### src/rtl/ctrl_pkg.sv
// ctrl_pkg: RV32I opcodes, control-field encodings and the EX-stage control bundle
package ctrl_pkg;
  localparam logic [6:0] OP_LOAD   = 7'b0000011;
  localparam logic [6:0] OP_STORE  = 7'b0100011;
  localparam logic [6:0] OP_BRANCH = 7'b1100011;
  localparam logic [6:0] OP_R      = 7'b0110011;
  localparam logic [6:0] OP_I      = 7'b0010011;
  localparam logic [6:0] OP_JAL    = 7'b1101111;
  localparam logic [6:0] OP_JALR   = 7'b1100111;
  localparam logic [6:0] OP_LUI    = 7'b0110111;
  localparam logic [6:0] OP_AUIPC  = 7'b0010111;
  localparam logic [3:0] ALU_ADD   = 4'd0;
  localparam logic [3:0] ALU_SUB   = 4'd1;
  localparam logic [3:0] ALU_AND   = 4'd2;
  localparam logic [3:0] ALU_OR    = 4'd3;
  localparam logic [3:0] ALU_XOR   = 4'd4;
  localparam logic [3:0] ALU_SLT   = 4'd5;
  localparam logic [3:0] ALU_SLTU  = 4'd6;
  localparam logic [3:0] ALU_SLL   = 4'd7;
  localparam logic [3:0] ALU_SRL   = 4'd8;
  localparam logic [3:0] ALU_SRA   = 4'd9;
  localparam logic [3:0] ALU_PASSB = 4'd10;
  localparam logic [2:0] IMM_I = 3'd0;
  localparam logic [2:0] IMM_S = 3'd1;
  localparam logic [2:0] IMM_B = 3'd2;
  localparam logic [2:0] IMM_J = 3'd3;
  localparam logic [2:0] IMM_U = 3'd4;
  localparam logic [1:0] RES_ALU = 2'd0;
  localparam logic [1:0] RES_MEM = 2'd1;
  localparam logic [1:0] RES_PC4 = 2'd2;
  typedef struct packed {
    logic       reg_write;
    logic       mem_write;
    logic       jump;
    logic       jump_reg;
    logic       branch;
    logic       alu_src_a;
    logic       alu_src_b;
    logic [2:0] branch_type;
    logic [3:0] alu_ctrl;
    logic [1:0] result_src;
  } ctrl_bundle;
  function automatic logic [3:0] alu_op(input logic [2:0] f3, input logic alt);
    case (f3)
      3'b000:  return alt ? ALU_SUB : ALU_ADD;
      3'b001:  return ALU_SLL;
      3'b010:  return ALU_SLT;
      3'b011:  return ALU_SLTU;
      3'b100:  return ALU_XOR;
      3'b101:  return alt ? ALU_SRA : ALU_SRL;
      3'b110:  return ALU_OR;
      default: return ALU_AND;
    endcase
  endfunction
endpackage

### src/rtl/ctrl_decode_comb.sv
// ctrl_decode_comb: combinational RV32I decode of op/funct3/funct7[5] into the control bundle
import ctrl_pkg::*;
module ctrl_decode_comb (
  input  logic [31:0] instr,
  input  logic        valid,
  output ctrl_bundle  ctrl,
  output logic [2:0]  imm_src,
  output logic        illegal
);
  logic [6:0] op;
  logic [2:0] f3;
  logic       f7b5;
  logic       bad;
  logic       unused_bits;
  ctrl_bundle raw;
  assign op = instr[6:0];
  assign f3 = instr[14:12];
  assign f7b5 = instr[30];
  assign unused_bits = ^{instr[31], instr[29:15], instr[11:7]};
  always_comb begin
    raw = '0;
    bad = 1'b0;
    imm_src = IMM_I;
    case (op)
      OP_LOAD: begin
        raw.reg_write = 1'b1;
        raw.alu_src_b = 1'b1;
        raw.result_src = RES_MEM;
      end
      OP_STORE: begin
        raw.mem_write = 1'b1;
        raw.alu_src_b = 1'b1;
        imm_src = IMM_S;
      end
      OP_BRANCH: begin
        raw.branch = 1'b1;
        raw.alu_ctrl = ALU_SUB;
        raw.branch_type = f3;
        imm_src = IMM_B;
        bad = (f3 == 3'b010) || (f3 == 3'b011);
      end
      OP_R: begin
        raw.reg_write = 1'b1;
        raw.alu_ctrl = alu_op(f3, f7b5);
        bad = f7b5 && (f3 != 3'b000) && (f3 != 3'b101);
      end
      OP_I: begin
        // funct7[5] is immediate data except on shifts, so only srai/srli look at it
        raw.reg_write = 1'b1;
        raw.alu_src_b = 1'b1;
        raw.alu_ctrl = alu_op(f3, (f3 == 3'b101) && f7b5);
        bad = (f3 == 3'b001) && f7b5;
      end
      OP_JAL: begin
        raw.reg_write = 1'b1;
        raw.jump = 1'b1;
        raw.result_src = RES_PC4;
        imm_src = IMM_J;
      end
      OP_JALR: begin
        raw.reg_write = 1'b1;
        raw.jump = 1'b1;
        raw.jump_reg = 1'b1;
        raw.alu_src_b = 1'b1;
        raw.result_src = RES_PC4;
      end
      OP_LUI: begin
        raw.reg_write = 1'b1;
        raw.alu_src_b = 1'b1;
        raw.alu_ctrl = ALU_PASSB;
        imm_src = IMM_U;
      end
      OP_AUIPC: begin
        raw.reg_write = 1'b1;
        raw.alu_src_a = 1'b1;
        raw.alu_src_b = 1'b1;
        imm_src = IMM_U;
      end
      default: bad = 1'b1;
    endcase
    ctrl = (valid && !bad) ? raw : '0;
    illegal = valid && bad;
  end
endmodule

### src/rtl/ctrl_pipe_decoder.sv
// ctrl_pipe_decoder: RV32I control unit with ID/EX, EX/MEM, MEM/WB control registers
// Optional CTRL_ILLEGAL_TRAP_EN carries an illegal-instruction flag down to illegal_w.
import ctrl_pkg::*;
module ctrl_pipe_decoder #(
  parameter int ALU_CTRL_W   = 4,
  parameter int IMM_SRC_W    = 3,
  parameter int RESULT_SRC_W = 2
) (
  input  logic                    clk,
  input  logic                    rst,
  input  logic [31:0]             instr_d,
  input  logic                    valid_d,
  input  logic                    stall_e,
  input  logic                    flush_e,
  output logic [IMM_SRC_W-1:0]    imm_src_d,
  output logic                    reg_write_e,
  output logic                    mem_write_e,
  output logic                    jump_e,
  output logic                    jump_reg_e,
  output logic                    branch_e,
  output logic                    alu_src_a_e,
  output logic                    alu_src_b_e,
  output logic [2:0]              branch_type_e,
  output logic [ALU_CTRL_W-1:0]   alu_ctrl_e,
  output logic [RESULT_SRC_W-1:0] result_src_e,
  output logic                    reg_write_m,
  output logic                    mem_write_m,
  output logic [RESULT_SRC_W-1:0] result_src_m,
  output logic                    reg_write_w,
  output logic [RESULT_SRC_W-1:0] result_src_w,
  output logic                    illegal_w
);
  ctrl_bundle dec_d, ctl_e;
  logic [2:0] imm_src;
  logic       ill_d;
  logic [1:0] res_m, res_w;
  if (ALU_CTRL_W < 4 || IMM_SRC_W < 3 || RESULT_SRC_W < 2) begin : g_bad_width
    $error("ctrl_pipe_decoder: field width parameter below minimum");
  end
  ctrl_decode_comb u_dec (
    .instr   (instr_d),
    .valid   (valid_d),
    .ctrl    (dec_d),
    .imm_src (imm_src),
    .illegal (ill_d)
  );
  assign imm_src_d = IMM_SRC_W'(imm_src);
  always_ff @(posedge clk) begin
    if (rst || flush_e) ctl_e <= '0;
    else if (!stall_e) ctl_e <= dec_d;
  end
  // EX/MEM takes a bubble while EX is held so the held instruction is not duplicated
  always_ff @(posedge clk) begin
    if (rst || stall_e) {reg_write_m, mem_write_m, res_m} <= '0;
    else {reg_write_m, mem_write_m, res_m} <= {ctl_e.reg_write, ctl_e.mem_write, ctl_e.result_src};
  end
  always_ff @(posedge clk) begin
    if (rst) {reg_write_w, res_w} <= '0;
    else {reg_write_w, res_w} <= {reg_write_m, res_m};
  end
  assign {reg_write_e, mem_write_e, jump_e, jump_reg_e, branch_e, alu_src_a_e, alu_src_b_e} =
    {ctl_e.reg_write, ctl_e.mem_write, ctl_e.jump, ctl_e.jump_reg, ctl_e.branch, ctl_e.alu_src_a, ctl_e.alu_src_b};
  assign branch_type_e = ctl_e.branch_type;
  assign alu_ctrl_e = ALU_CTRL_W'(ctl_e.alu_ctrl);
  assign result_src_e = RESULT_SRC_W'(ctl_e.result_src);
  assign result_src_m = RESULT_SRC_W'(res_m);
  assign result_src_w = RESULT_SRC_W'(res_w);
`ifdef CTRL_ILLEGAL_TRAP_EN
  logic ill_e, ill_m, ill_w;
  always_ff @(posedge clk) begin
    if (rst || flush_e) ill_e <= 1'b0;
    else if (!stall_e) ill_e <= ill_d;
  end
  always_ff @(posedge clk) begin
    ill_m <= (rst || stall_e) ? 1'b0 : ill_e;
    ill_w <= rst ? 1'b0 : ill_m;
  end
  assign illegal_w = ill_w;
`else
  logic unused_ill;
  assign unused_ill = ill_d;
  assign illegal_w = 1'b0;
`endif
endmodule

### config.mk
export PLATFORM = sky130hd
export DESIGN_NAME = ctrl_pipe_decoder
export DESIGN_NICKNAME = d
export VERILOG_FILES = /design/src/rtl/ctrl_pkg.sv /design/src/rtl/ctrl_decode_comb.sv /design/src/rtl/ctrl_pipe_decoder.sv
export SDC_FILE = /design/constraint.sdc
export NUM_CORES = 1
export LEC_CHECK = 0
export CAP_MARGIN = 20
export CORE_MARGIN = 5
export CORE_UTILIZATION = 28
export DETAILED_ROUTE_END_ITERATION = 8
export HOLD_SLACK_MARGIN = 0.1
export PLACE_DENSITY_LB_ADDON = 0.25
export SETUP_SLACK_MARGIN = 0.15
export SYNTH_ARGS = -nofsm -noshare
export SYNTH_HDL_FRONTEND = slang
export SYNTH_SLANG_ARGS = --single-unit
### constraint.sdc
create_clock -name clk -period 1.7 [get_ports clk]
set_input_delay 0.34 -clock clk [delete_from_list [all_inputs] [get_ports clk]]
set_output_delay 0.34 -clock clk [all_outputs]
set_load 0.02 [all_outputs]
==> results.yml <==
logic_synthesis:
  synth_top_family_by_area: "simple AND/OR/NAND/NOR gates"
  postSynthAreaPerCell_sq_um: 8.44
  netlist_area_sq_um: 1140
  synth_fa_ha_area_share_pct: 0
  yosys-top-cells-area: "dfxtp_1 40%, nand2_1 7.2%, nor2_1 4.0%"
  yosys_warnings: 0
  synth_top_area_share_pct: 40.4
  synth_compound_area_share_pct: 14.9
  mappedNetlistNets: 172
  syn_inst: 135
  ys_seq_elements: 23
  async_flop_share_pct: 0
  synthSimpleGateAreaFrac_pct: 33.7
  yosysTopAreaCell: "dfxtp_1"
  yosysUniqueCellTypes: 43
  synth-seq-area-share_pct: 40.4
  synth_mux_area_share_pct: 2.74
  synth-edff-count: 0
  synth_ff_type: "dfxtp_1"
  synth_xor_area_share_pct: 1.54
routing:
  drtIter0Drc: 27
  drcViolationCount: 0
  drt_first_pass_iters: 4
  drtAntennaViolNets: 0
  wl_per_cell_um: 13.0
  route.final.wire_length_um: 3480
  routed_via_density: 4.69
  vias: 1253
layout:
  utilization_pct: 51.0
  diodes: 0
  nFillCells: 381
  nNetsFinal: 255
  drive_above_1_share_pct: 39.6
  area_growth_pct: 77.6
  fin_area_sq_um: 2020
placed_design:
  io_buffers: 41
  dp_hpwl_um: 2620
  place_area_sq_um: 1830
  routabilityCongestion: 0.852
clock_tree:
  cts_inserted_buffers: 3
  cts.htree.levels: 1
  cts_tree: "yes"
  ctsLongestPathBuffers: 2
  clk_pin_slew_ns: 0.08
  insertion_delay_ns: 0.26
  clock_sinks: 23
  clock-root-buffer: "clkbuf_8"
timing:
  setup_viol: 0
  clock_skew_ns: 0.000435
  min_period_over_period_pct: 95.8
  holdWs_ns: 0.418
  max_freq_mhz: 614
  finalMaxSlewViolations: 0
  hold_violations: 0
  rsz0062_at_grt: "true"
  period_needed_ns: 1.63
global_route:
  met3_usage_pct: 0.821
  gr-usage-met1_pct: 15.2
  grt_pass1_wl_um: 5420
  grt_max_degree: 14
  top_usage_layer: "met2"
  met2_usage_pct: 22.6
  grt_overflow: 0
  grt_pass1_vias: 1233
  track_usage_pct: 12.5
  antenna_found_initial: 0
power_and_ir_drop:
  power.total_mw: 1.09
  leakagePower_nw: 1.05
  power.density_nw_per_um2: 538
  ir_drop_uv: 268
floorplanning:
  dieHeight_um: 73.8
  io_pins: 64
  die_area_sq_um: 5450
  row_count: 23
  coreArea_sq_um: 3970
  initial_core_util_pct: 28.7
  die_w_um: 73.8
critical_path:
  start_kind: "input pin"
  cp_num_buf_inv: 2
  rrSetupSlack_ns: 1.06
  path_class: "in2out"
  cp_data_required_time_ns: 1.36
  crit_chain: "buf_6, or3_4, a2111oi_4, buf_4"
  worst-path-max-fanout: 3
  cp_slowest_cell: "or3_4"
  slowest_delay_ns: 0.38
  worstPathArrival_ns: 1.29
  cp_top_family: "simple AND/OR/NAND/NOR gates"
  worstSetupEndpointType: "output pin"
outcome:
  outcome: "finished, final reports clean"
run:
  drv_cap: 0
min_path:
  hold_path_class: "in2reg"
-- power breakdown --
part / switching [mW] / total [mW] / internal (mW)
sequential: 0.000724 / 0.540 / 0.540
combinational: 0.0988 / 0.218 / 0.119
clock: 0.168 / 0.331 / 0.163
-- registers in the layout (all words and copies together) (netlist names) --
| signal | cells |
|---|---|
| jump_reg_e | 1 |
| result_src_e | 2 |
| reg_write_m | 1 |
| branch_e | 1 |
| alu_ctrl_e | 4 |
| result_src_w | 2 |
| reg_write_w | 1 |
| branch_type_e | 3 |
| mem_write_e | 1 |
| alu_src_b_e | 1 |
| mem_write_m | 1 |
| reg_write_e | 1 |
| jump_e | 1 |
| result_src_m | 2 |
| alu_src_a_e | 1 |
-- cell families after synthesis --
group / count (synthesis)
DFF: 23
and+or+nand+nor: 67
AOI/OAI and AO/OA: 27
xor gates and xnor gates: 2
muxes: 3
other: 1
buffers and inverters: 12
-- per-layer routing --
metal	part of all wire, %	up-vias
met2	54	31
met5	0	-
met3	4.8	4
met4	0.81	0
li1	-	628
met1	41	590
-- cell usage in the layout (no fill, tap or decap), types with 5 or more instances in the layout --
| cell | instances |
|---|---|
| buf_4 | 44 |
| buf_6 | 10 |
| dfxtp_1 | 23 |
| dlygate4sd2_1 | 14 |
| dlymetal6s2s_1 | 8 |
| nand2_1 | 20 |
| nor2_1 | 11 |
| o21ai_0 | 5 |
| o21ai_2 | 5 |
-- timing repair --
action                     CTS  global route
gates resized for setup     81            33
setup endpoints to repair   31            20
setup buffers               11             3
pin swaps                   14            10
hold buffers                 0             0
hold endpoints to repair     0             0
-- final timing paths --
| kind | startpoint | end | depth (start not counted) |
|---|---|---|---|
| max reg2reg | result_src_e[0]$_SDFFE_PP0N_ | result_src_e[0]$_SDFFE_PP0N_ | 1 |
| max | instr_d[3] | imm_src_d[0] | 4 |
| min | rst | result_src_w[0]$_SDFF_PP0_ | 3 |
| min reg2reg | result_src_e[1]$_SDFFE_PP0N_ | result_src_e[1]$_SDFFE_PP0N_ | 2 |
-- area by class of cell --
cell class / count / area, sq um / share of cell area [%]
repair buffers: 87 / 746 / 36.8
well taps: 50 / 62.6 / 3.09
clock buffers: 3 / 41.3 / 2.04
inverters: 3 / 11.3 / 0.556
multi-input cells: 100 / 698 / 34.5
clock inverters: 1 / 5.00 / 0.247
flip-flops and latches: 23 / 460 / 22.7
-- cell usage after synthesis, types with 2 or more instances --
cell type,n
nor2_1,12
a31oi_1,2
a21oi_1,3
dfxtp_1,23
buf_6,2
or3_1,2
buf_4,2
nor3b_1,2
nand3_1,5
inv_1,3
o21ai_1,4
o21ai_0,8
buf_2,3
nand2b_1,2
and2_1,4
a22o_1,2
nor2b_1,6
mux2i_1,2
nand2_1,22
nor3_1,2
o2bb2ai_1,2
-- per-stage QoR --
step | setup WS (ns) | TNS, ns | instances
4_1_cts | -0.00188 | -0.00188 | 264
3_5_place_dp | -0.784 | -9.31 | 249
5_1_grt | 0.0166 | 0 | 267
2_1_floorplan | 0.0926 | 0 | 135
3_3_place_gp | -0.754 | -8.58 | 249
6_report | 0.0721 | 0 | 267
No activity file was read; power rests on OpenSTA's default activity.
